===== config.mk =====
export PLATFORM = sky130hd
export DESIGN_NAME = lif_neuron_layer
export DESIGN_NICKNAME = d
export VERILOG_FILES = /design/src/rtl/snn_pkg.sv /design/src/rtl/lif_core.sv /design/src/rtl/lif_neuron_layer.sv
export SDC_FILE = /design/constraint.sdc
export NUM_CORES = 1
export LEC_CHECK = 0
export ABC_AREA = 1
export BUFFER_PORTS_ARGS = -buffer_cell sky130_fd_sc_hd__buf_2
export CAP_MARGIN = 20
export CORE_MARGIN = 2
export CORE_UTILIZATION = 60
export CTS_CLUSTER_DIAMETER = 50
export CTS_CLUSTER_SIZE = 24
export DETAILED_ROUTE_END_ITERATION = 8
export PLACE_DENSITY = 0.82
export SYNTH_ARGS = -nofsm -noshare
export SYNTH_HDL_FRONTEND = slang
export SYNTH_SLANG_ARGS = --single-unit

===== constraint.sdc =====
create_clock -name clk -period 13.2 [get_ports clk]
set_clock_uncertainty 0.15 [all_clocks]
set_input_delay 1.32 -clock clk [delete_from_list [all_inputs] [get_ports clk]]
set_output_delay 1.32 -clock clk [all_outputs]
set_load 0.05 [all_outputs]

===== src/rtl/snn_pkg.sv =====
// Shared default constants and the saturating leak+integrate arithmetic for the LIF neuron layer.
package snn_pkg;

    localparam int unsigned DEF_IN_W       = 8;
    localparam int unsigned DEF_POT_W      = 12;
    localparam int unsigned DEF_LEAK_SHIFT = 3;
    localparam int unsigned DEF_REFRAC     = 4;
    localparam int unsigned DEF_THRESH_RST = 200;
    localparam int unsigned DEF_CNT_W      = 8;

    // pot - (pot >> shift) + cur, clamped to the largest pot_w-bit value
    function automatic logic [31:0] leak_add_sat(
        input logic [31:0] pot,
        input logic [31:0] cur,
        input int unsigned shift,
        input int unsigned pot_w
    );
        logic [32:0] sum;
        logic [31:0] pmax;
        pmax = (32'(1) << pot_w) - 32'(1);
        sum  = 33'(pot - (pot >> shift)) + 33'(cur);
        return (sum > 33'(pmax)) ? pmax : sum[31:0];
    endfunction

endpackage


===== src/rtl/lif_core.sv =====
// Single leaky-integrate-and-fire neuron with refractory counter and wrapping spike counter.
module lif_core
    import snn_pkg::*;
#(
    parameter int unsigned IN_W       = DEF_IN_W,
    parameter int unsigned POT_W      = DEF_POT_W,
    parameter int unsigned LEAK_SHIFT = DEF_LEAK_SHIFT,
    parameter int unsigned REFRAC     = DEF_REFRAC,
    parameter int unsigned CNT_W      = DEF_CNT_W
) (
    input  logic             clk,
    input  logic             reset,
    input  logic             en,
    input  logic [IN_W-1:0]  in_cur,
    input  logic [POT_W-1:0] thresh,
    input  logic             cnt_clr,
    output logic             spike,
    output logic [POT_W-1:0] pot,
    output logic [CNT_W-1:0] cnt
);

    localparam int unsigned RC_W = (REFRAC > 0) ? $clog2(REFRAC + 1) : 1;

    logic [POT_W-1:0] pot_q, pot_d;
    logic [RC_W-1:0]  rc_q, rc_d;
    logic             spike_q, spike_d;
    logic [CNT_W-1:0] cnt_q, cnt_d;
    logic [POT_W-1:0] nxt;
    logic             fire;

    // Next-state: refractory countdown, otherwise integrate and compare to threshold
    always_comb begin
        pot_d   = pot_q;
        rc_d    = rc_q;
        cnt_d   = cnt_q;
        fire    = 1'b0;
        nxt     = POT_W'(leak_add_sat(32'(pot_q), 32'(in_cur), LEAK_SHIFT, POT_W));
        if (en) begin
            if (rc_q != '0) begin
                rc_d  = rc_q - RC_W'(1);
                pot_d = '0;
            end else if (nxt >= thresh) begin
                fire  = 1'b1;
                pot_d = '0;
                rc_d  = RC_W'(REFRAC);
            end else begin
                pot_d = nxt;
            end
        end
        spike_d = fire;
        // A clear coinciding with a fresh spike leaves the count at zero
        if (cnt_clr) begin
            cnt_d = '0;
        end else if (fire) begin
            cnt_d = cnt_q + CNT_W'(1);
        end
    end

    always_ff @(posedge clk) begin
        if (reset) begin
            pot_q   <= '0;
            rc_q    <= '0;
            spike_q <= 1'b0;
            cnt_q   <= '0;
        end else begin
            pot_q   <= pot_d;
            rc_q    <= rc_d;
            spike_q <= spike_d;
            cnt_q   <= cnt_d;
        end
    end

    assign spike = spike_q;
    assign pot   = pot_q;
    assign cnt   = cnt_q;

endmodule


===== src/rtl/lif_neuron_layer.sv =====
// Layer of independent LIF neurons sharing a programmable threshold, with a state monitor mux.
module lif_neuron_layer
    import snn_pkg::*;
#(
    parameter int unsigned N_NEUR     = 4,
    parameter int unsigned IN_W       = DEF_IN_W,
    parameter int unsigned POT_W      = DEF_POT_W,
    parameter int unsigned LEAK_SHIFT = DEF_LEAK_SHIFT,
    parameter int unsigned REFRAC     = DEF_REFRAC,
    parameter int unsigned THRESH_RST = DEF_THRESH_RST,
    parameter int unsigned CNT_W      = DEF_CNT_W,
    localparam int unsigned SEL_W     = (N_NEUR > 1) ? $clog2(N_NEUR) : 1
) (
    input  logic                   clk,
    input  logic                   reset,
    input  logic                   en,
    input  logic [N_NEUR*IN_W-1:0] in_cur,
    input  logic                   thr_we,
    input  logic [POT_W-1:0]       thr_data,
    input  logic                   cnt_clr,
    input  logic [SEL_W-1:0]       mon_sel,
    output logic [N_NEUR-1:0]      spike,
    output logic [POT_W-1:0]       mon_pot,
    output logic [CNT_W-1:0]       mon_cnt
);

    logic [POT_W-1:0] thresh_q, thresh_d;
    logic [POT_W-1:0] pot_arr [N_NEUR];
    logic [CNT_W-1:0] cnt_arr [N_NEUR];

    // Neurons see the old threshold on the edge a new one is written
    always_comb begin
        thresh_d = thresh_q;
        if (thr_we) begin
            thresh_d = thr_data;
        end
    end

    always_ff @(posedge clk) begin
        if (reset) begin
            thresh_q <= POT_W'(THRESH_RST);
        end else begin
            thresh_q <= thresh_d;
        end
    end

    for (genvar g = 0; g < N_NEUR; g++) begin : g_neur
        lif_core #(
            .IN_W       (IN_W),
            .POT_W      (POT_W),
            .LEAK_SHIFT (LEAK_SHIFT),
            .REFRAC     (REFRAC),
            .CNT_W      (CNT_W)
        ) u_core (
            .clk     (clk),
            .reset   (reset),
            .en      (en),
            .in_cur  (in_cur[g*IN_W +: IN_W]),
            .thresh  (thresh_q),
            .cnt_clr (cnt_clr),
            .spike   (spike[g]),
            .pot     (pot_arr[g]),
            .cnt     (cnt_arr[g])
        );
    end

    // Out-of-range selects read as zero
    always_comb begin
        mon_pot = '0;
        mon_cnt = '0;
        for (int i = 0; i < N_NEUR; i++) begin
            if (mon_sel == SEL_W'(i)) begin
                mon_pot = pot_arr[i];
                mon_cnt = cnt_arr[i];
            end
        end
    end

endmodule


Word level (Yosys, flattened, before mapping)

Index checks and enable logic that the tools add are counted.

Flip-flop bits (word level): 108
Input bits: 51

Add/subtract/negate cells: 16
$lt $le $gt $ge: 8
Eq/ne operators: 3
Reduce and logical (&&, ||, !) cells: 14
Multiplexer cells: 40

Operators with widths:

| operator               | number |
|---|---|
| $mux W12               | 16 |
| $add A33 B8 Y33        | 4 |
| $gt A33 B12 Y1 const B | 4 |
| $sub A12 B9 Y13        | 4 |
| $ge A12 B12 Y1         | 4 |
| $add A8 B1 Y8 const B  | 4 |
| $mux W8                | 4 |
| $mux W3                | 8 |
| $mux W1                | 12 |
| $reduce_bool A3 Y1     | 4 |
| $sub A3 B1 Y3 const B  | 4 |
| $reduce_and A2 Y1      | 4 |
| $reduce_bool A2 Y1     | 4 |
| $eq A2 B2 Y1 const B   | 2 |
| $eq A2 B1 Y1 const B   | 1 |
| $logic_not A2 Y1       | 1 |
| $reduce_or A2 Y1       | 1 |

Depth between registers and ports, before layout

Word-level depth: 8
Gate-level depth with buffers: 42
Depth with buffers taken out: 42

Hierarchy

From an unflattened synthesis, not the netlist that was laid out.

Cells, all modules: 1725
Area, all modules: 11589.9 um^2

Modules (own cells, without submodules):

| module                          | seq. area each (um^2) | cells each | area an instance (um^2) | times used |
|---|---|---|---|---|
| lif_core (g_neur[1].u_core ...) | 480.5                 | 385        | 2593.7                  | 2 |
| lif_core (g_neur[2].u_core)     | 480.5                 | 398        | 2770.2                  | 1 |
| lif_core (g_neur[0].u_core)     | 480.5                 | 385        | 2549.9                  | 1 |
| lif_neuron_layer                | 240.2                 | 172        | 1082.3                  | 1 |

Worst setup path before layout

OpenSTA, ideal clock, no wires.

Kind: input -> register
Start point: input port in_cur[8]
End point: register g_neur[1].u_core.cnt_q[5]
Library setup time: 0.120 ns
Required time: 12.930 ns
Slack: 7.727 ns
Stages: 23
Arrival: 5.202 ns
Cells stage by stage: ha_1 > inv_1 > fa_1 > o21ai_1 > a21oi_1 > a21oi_1 > nand2_1 > inv_1 > nand2_1 > ha_1 > or2_2 > nor4_1 > clkbuf_1 > nand4_1 > ha_1 > a21oi_1 > nand2_1 > a21oi_1 > nand3_1 > nand2_1 > clkbuf_1 > o21ai_0 > nor3b_1

Cells in the longest elaborated chain, start to end: 7

Ends and longest elaborated chain:

| element                | line                   | source |
|---|---|---|
| start: declaration     | lif_neuron_layer.sv:17 | `input logic [N_NEUR*IN_W-1:0] in_cur,` |
| $add A33 B8 Y33 *      | snn_pkg.sv:21          | `sum = 33'(pot - (pot >> shift)) + 33'(cur);` |
| $gt A33 B12 Y1         | snn_pkg.sv:22          | `return (sum > 33'(pmax)) ? pmax : sum[31:0];` |
| $mux W12 *             | snn_pkg.sv:22          |  |
| $ge A12 B12 Y1 *       | lif_core.sv:42         | `end else if (nxt >= thresh) begin` |
| $mux W1 *              | lif_core.sv:42         |  |
| $mux W1 *              | lif_core.sv:39         | `if (rc_q != '0) begin` |
| $mux W1 *              | lif_core.sv:38         | `if (en) begin` |
| end signal: assignment | lif_core.sv:69         | `cnt_q <= cnt_d;` |
| end: declaration       | lif_core.sv:27         | `logic [CNT_W-1:0] cnt_q, cnt_d;` |

Every way passes the cells marked *; elsewhere a longest branch is shown, timed or not.
A chain may end at the register's enable or synchronous reset.

Worst setup path after layout

Start point: register g_neur[3].u_core.pot_q[0]
End point: register g_neur[3].u_core.cnt_q[7]

Cells in the longest elaborated chain, start to end: 8

Ends and longest elaborated chain:

| element                  | line           | source |
|---|---|---|
| start: declaration       | lif_core.sv:24 | `logic [POT_W-1:0] pot_q, pot_d;` |
| start signal: assignment | lif_core.sv:66 | `pot_q <= pot_d;` |
| $sub A12 B9 Y13 *        | snn_pkg.sv:21  |  |
| $add A33 B8 Y33 *        | snn_pkg.sv:21  |  |
| $gt A33 B12 Y1           | snn_pkg.sv:22  |  |
| $mux W12 *               | snn_pkg.sv:22  |  |
| $ge A12 B12 Y1 *         | lif_core.sv:42 |  |
| $mux W1 *                | lif_core.sv:42 |  |
| $mux W1 *                | lif_core.sv:39 |  |
| $mux W1 *                | lif_core.sv:38 |  |
| end signal: assignment   | lif_core.sv:69 |  |
| end: declaration         | lif_core.sv:27 |  |

Marks and branches as above.

==> run metrics <==
Worst Hold Path Cells=1; postcts setup bufs=0; final wirelength=29.0 mm; CTS tree=built; io pins=75; Seq pwr share=25.1%; Final TNS setup=0 ps; Worst Min Path Start=g_neur[3].u_core.cnt[6]; area delta synth->final=7.07%; die height=139 µm; global-route wire length before repair=48.3 mm; status=complete, no violations; ys flop type=dfxtp_1; Site Rows=49; Post-synth EDFFs=0; Final Cycle Share=48.9%; total design power=1.42 mW; Min Clock Period, post-route=6450 ps; Yosys warnings=0; Post-Syn Nets=1875; Comb pwr share=56.8%; Worst Path Max Fanout=12; top cells by area, synth=dfxtp_1 20%, ha_1 18%, nand2_1 15%, a21oi_1 8.1%, inv_1 7.1%; CP endpoint kind=flop; Die W=between 100 and 150 µm; CP bufs+invs=6; core box area=17800 µm²; die area=19200 µm²; CP delay by family, top=simple AND/OR/NAND/NOR gates; Worst VDD drop=about 0.085 mV; gr ovfl total=0; drt wl/cell=14.9 µm; kind of critical path=reg2reg; post-synthesis register bit count=approximately 110; Placer Congestion=approximately 0.96; top-count cell post-synth=nand2_1; WL met2=13.2 mm; Worst R2R Start=g_neur[3].u_core.pot[0]; initial antenna violation count=0; post-DP HPWL=23.2 mm; NetSw=672 µW; drt initial violations=~800; RSZ-0062 raised after global routing=no; DR DRC count=0; Arr. time, crit path=6600 ps; worst-margin pin slew=986 ps; share of layout cells above drive strength 1=8.74%; max incr delay on CP=roughly 400 ps; max_slew headroom=34.0%; leakage=5.41 nW; Max Freq=~0.15 GHz; cell count after synthesis=1664; Vias=11000; Placed Area=approximately 11000 µm²; Max Cap Viol=0; reg2reg path depth=36; most used cell, CP=nand2_1; Final Hold Viols=0; Sink Count=approximately 110; largest net degree at the start of global routing=66; PD cells=roughly 120 nW/µm²; share of the synthesized area in the top cell type=between 10% and 20%; Clock power frac=18.1%; Top Layer Used=met4; Mapped Area=between 10000 and 15000 µm²; Util after Layout=65.2%; Max Root-Sink Buffers=2; sequential cell area fraction in the yosys report=about a fifth; post-CTS sizing=0; metal3 WL=2.02 mm; root buffer cell=clkbuf_16; Hold EP=g_neur[3].u_core.cnt[6]; RR Endpoint=g_neur[3].u_core.cnt[7]; CTS buffer count=9; synthesized area per cell=around 6.5 µm²; later-pin clock latency in the skew report=around 350 ps; Initial Utilization=60.9%; startpoint types=flop; Routed Antenna Nets=0; Final setup viols=0; Reg2Reg Setup Slack=roughly 6700 ps; DRT Pass-1 Iters=9; Int Pwr=748 µW; vias in the first global route=~10000; IO Port Bufs=74; Slew Viols, Final=0; Yosys top cell by area=dfxtp_1; clk slew on worst S/H paths=about 80 ps; M1 wire length=between 10 and 15 mm; CTS H-tree lvls=3; Final Cell Area=between 10000 and 15000 µm²; ant diodes=0; Slowest cell on crit path=fa_1; Hold-fix buffers, CTS=0; Hold WC Path Type=reg2reg; Switching Fraction=47.4%; ys async rst share=0%; post-synth cell types=49; gr usage total=around 30%; Nets=1924; Commonest cells post-synth=422 x nand2_1, 206 x inv_1, 175 x a21oi_1, 152 x ha_1, 124 x nor2_1; Critical Path RT=13350 ps; vias per inst=~5.7
-- through the flow --
step                setup WS, ps  hold slack [ps]  cells
floorplan                   7730              272   1664
global placement            7060              287   1931
detailed placement          6910              292   1931
CTS                         6860              303   1946
global route                6190              326   1946
finish                      6750              310   1946
-- power by group through the flow --
| stage | clock network, mW | registers, mW | logic [mW] |
|---|---|---|---|
| after CTS | 0.255 | 0.356 | 0.797 |
| after floorplan | 0 | 0.359 | 0.628 |
| after global routing | 0.269 | 0.359 | 0.910 |
| final | 0.256 | 0.357 | 0.807 |
| after global placement | 0 | 0.363 | 0.769 |
| after detailed placement | 0 | 0.363 | 0.791 |
-- sequential cells by signal (all words and copies together), names as in the netlist --
signal	cells
g_neur.u_core.cnt	32
g_neur.u_core.pot	48
thresh_q	12
g_neur.u_core.spike	4
g_neur.u_core.rc_q	12
-- area by class of cell --
class / count / area (µm²)
Tap cell: 229 / 287
Inverter: 214 / 803
Sequential cell: 108 / 2160
Fill cell: 1641 / 6210
Clock buffer: 10 / 229
Multi-Input combinational cell: 1301 / 7700
Clock inverter: 5 / 38.8
Timing Repair Buffer: 79 / 408
-- worst max path at each step --
stage                            startpoint                      end  slack, ps  cells past startpoint
floorplan                         in_cur[8]  g_neur[1].u_core.cnt[5]       7730                     23
CTS                 g_neur[3].u_core.pot[0]  g_neur[3].u_core.cnt[7]       6860                     36
detailed placement               in_cur[24]  g_neur[3].u_core.cnt[7]       6910                     31
global placement                  in_cur[0]  g_neur[0].u_core.pot[9]       7060                     27
finish              g_neur[3].u_core.pot[0]  g_neur[3].u_core.cnt[7]       6750                     36
global route        g_neur[3].u_core.pot[0]  g_neur[3].u_core.pot[2]       6190                     33
-- per-layer routing --
| layer | vias to the layer above | track usage (%) |
|---|---|---|
| met5 | - | 0 |
| met4 | 0 | 10.3 |
| met3 | 60 | 3.83 |
| met2 | 390 | 50.6 |
| met1 | 4952 | 40.0 |
| li1 | 5632 | - |
-- layout by cell type, fill, tap and decap left out, types with 11 or more instances in the layout --
master,count
a21oi_1,175
ha_1,152
o22ai_1,14
nor2_1,124
nand2_2,12
xor2_1,30
nand3_1,99
xnor2_1,31
dfxtp_1,108
buf_2,74
nand2_1,422
o21ai_0,71
inv_1,206
nand3_2,17
o21ai_1,11
nand4_1,48
nor3_1,14
-- logic make-up (layout without fill, tap and decap cells) --
logic type      Yosys count  in the layout  synth area share (%)
buf+inv                 255            308                  9.18
compound gates          314            314                  15.9
fa+ha+maj               160            160                  19.0
simple gates            766            766                  31.1
xor+xnor                 61             61                  4.92
flops                   108            108                  19.9
-- worst register-to-register path, delay by kind of cell, from the launching register on --
| kind | cells | cell delay (ps) |
|---|---|---|
| simple gates | 19 | 2460 |
| fa+ha+maj | 5 | 1590 |
| compound gates | 5 | 1210 |
| buf+inv | 6 | 570 |
| flops | 1 | 340 |
| xor+xnor | 1 | 130 |
Note: power is estimated with default switching activity, not from simulation.
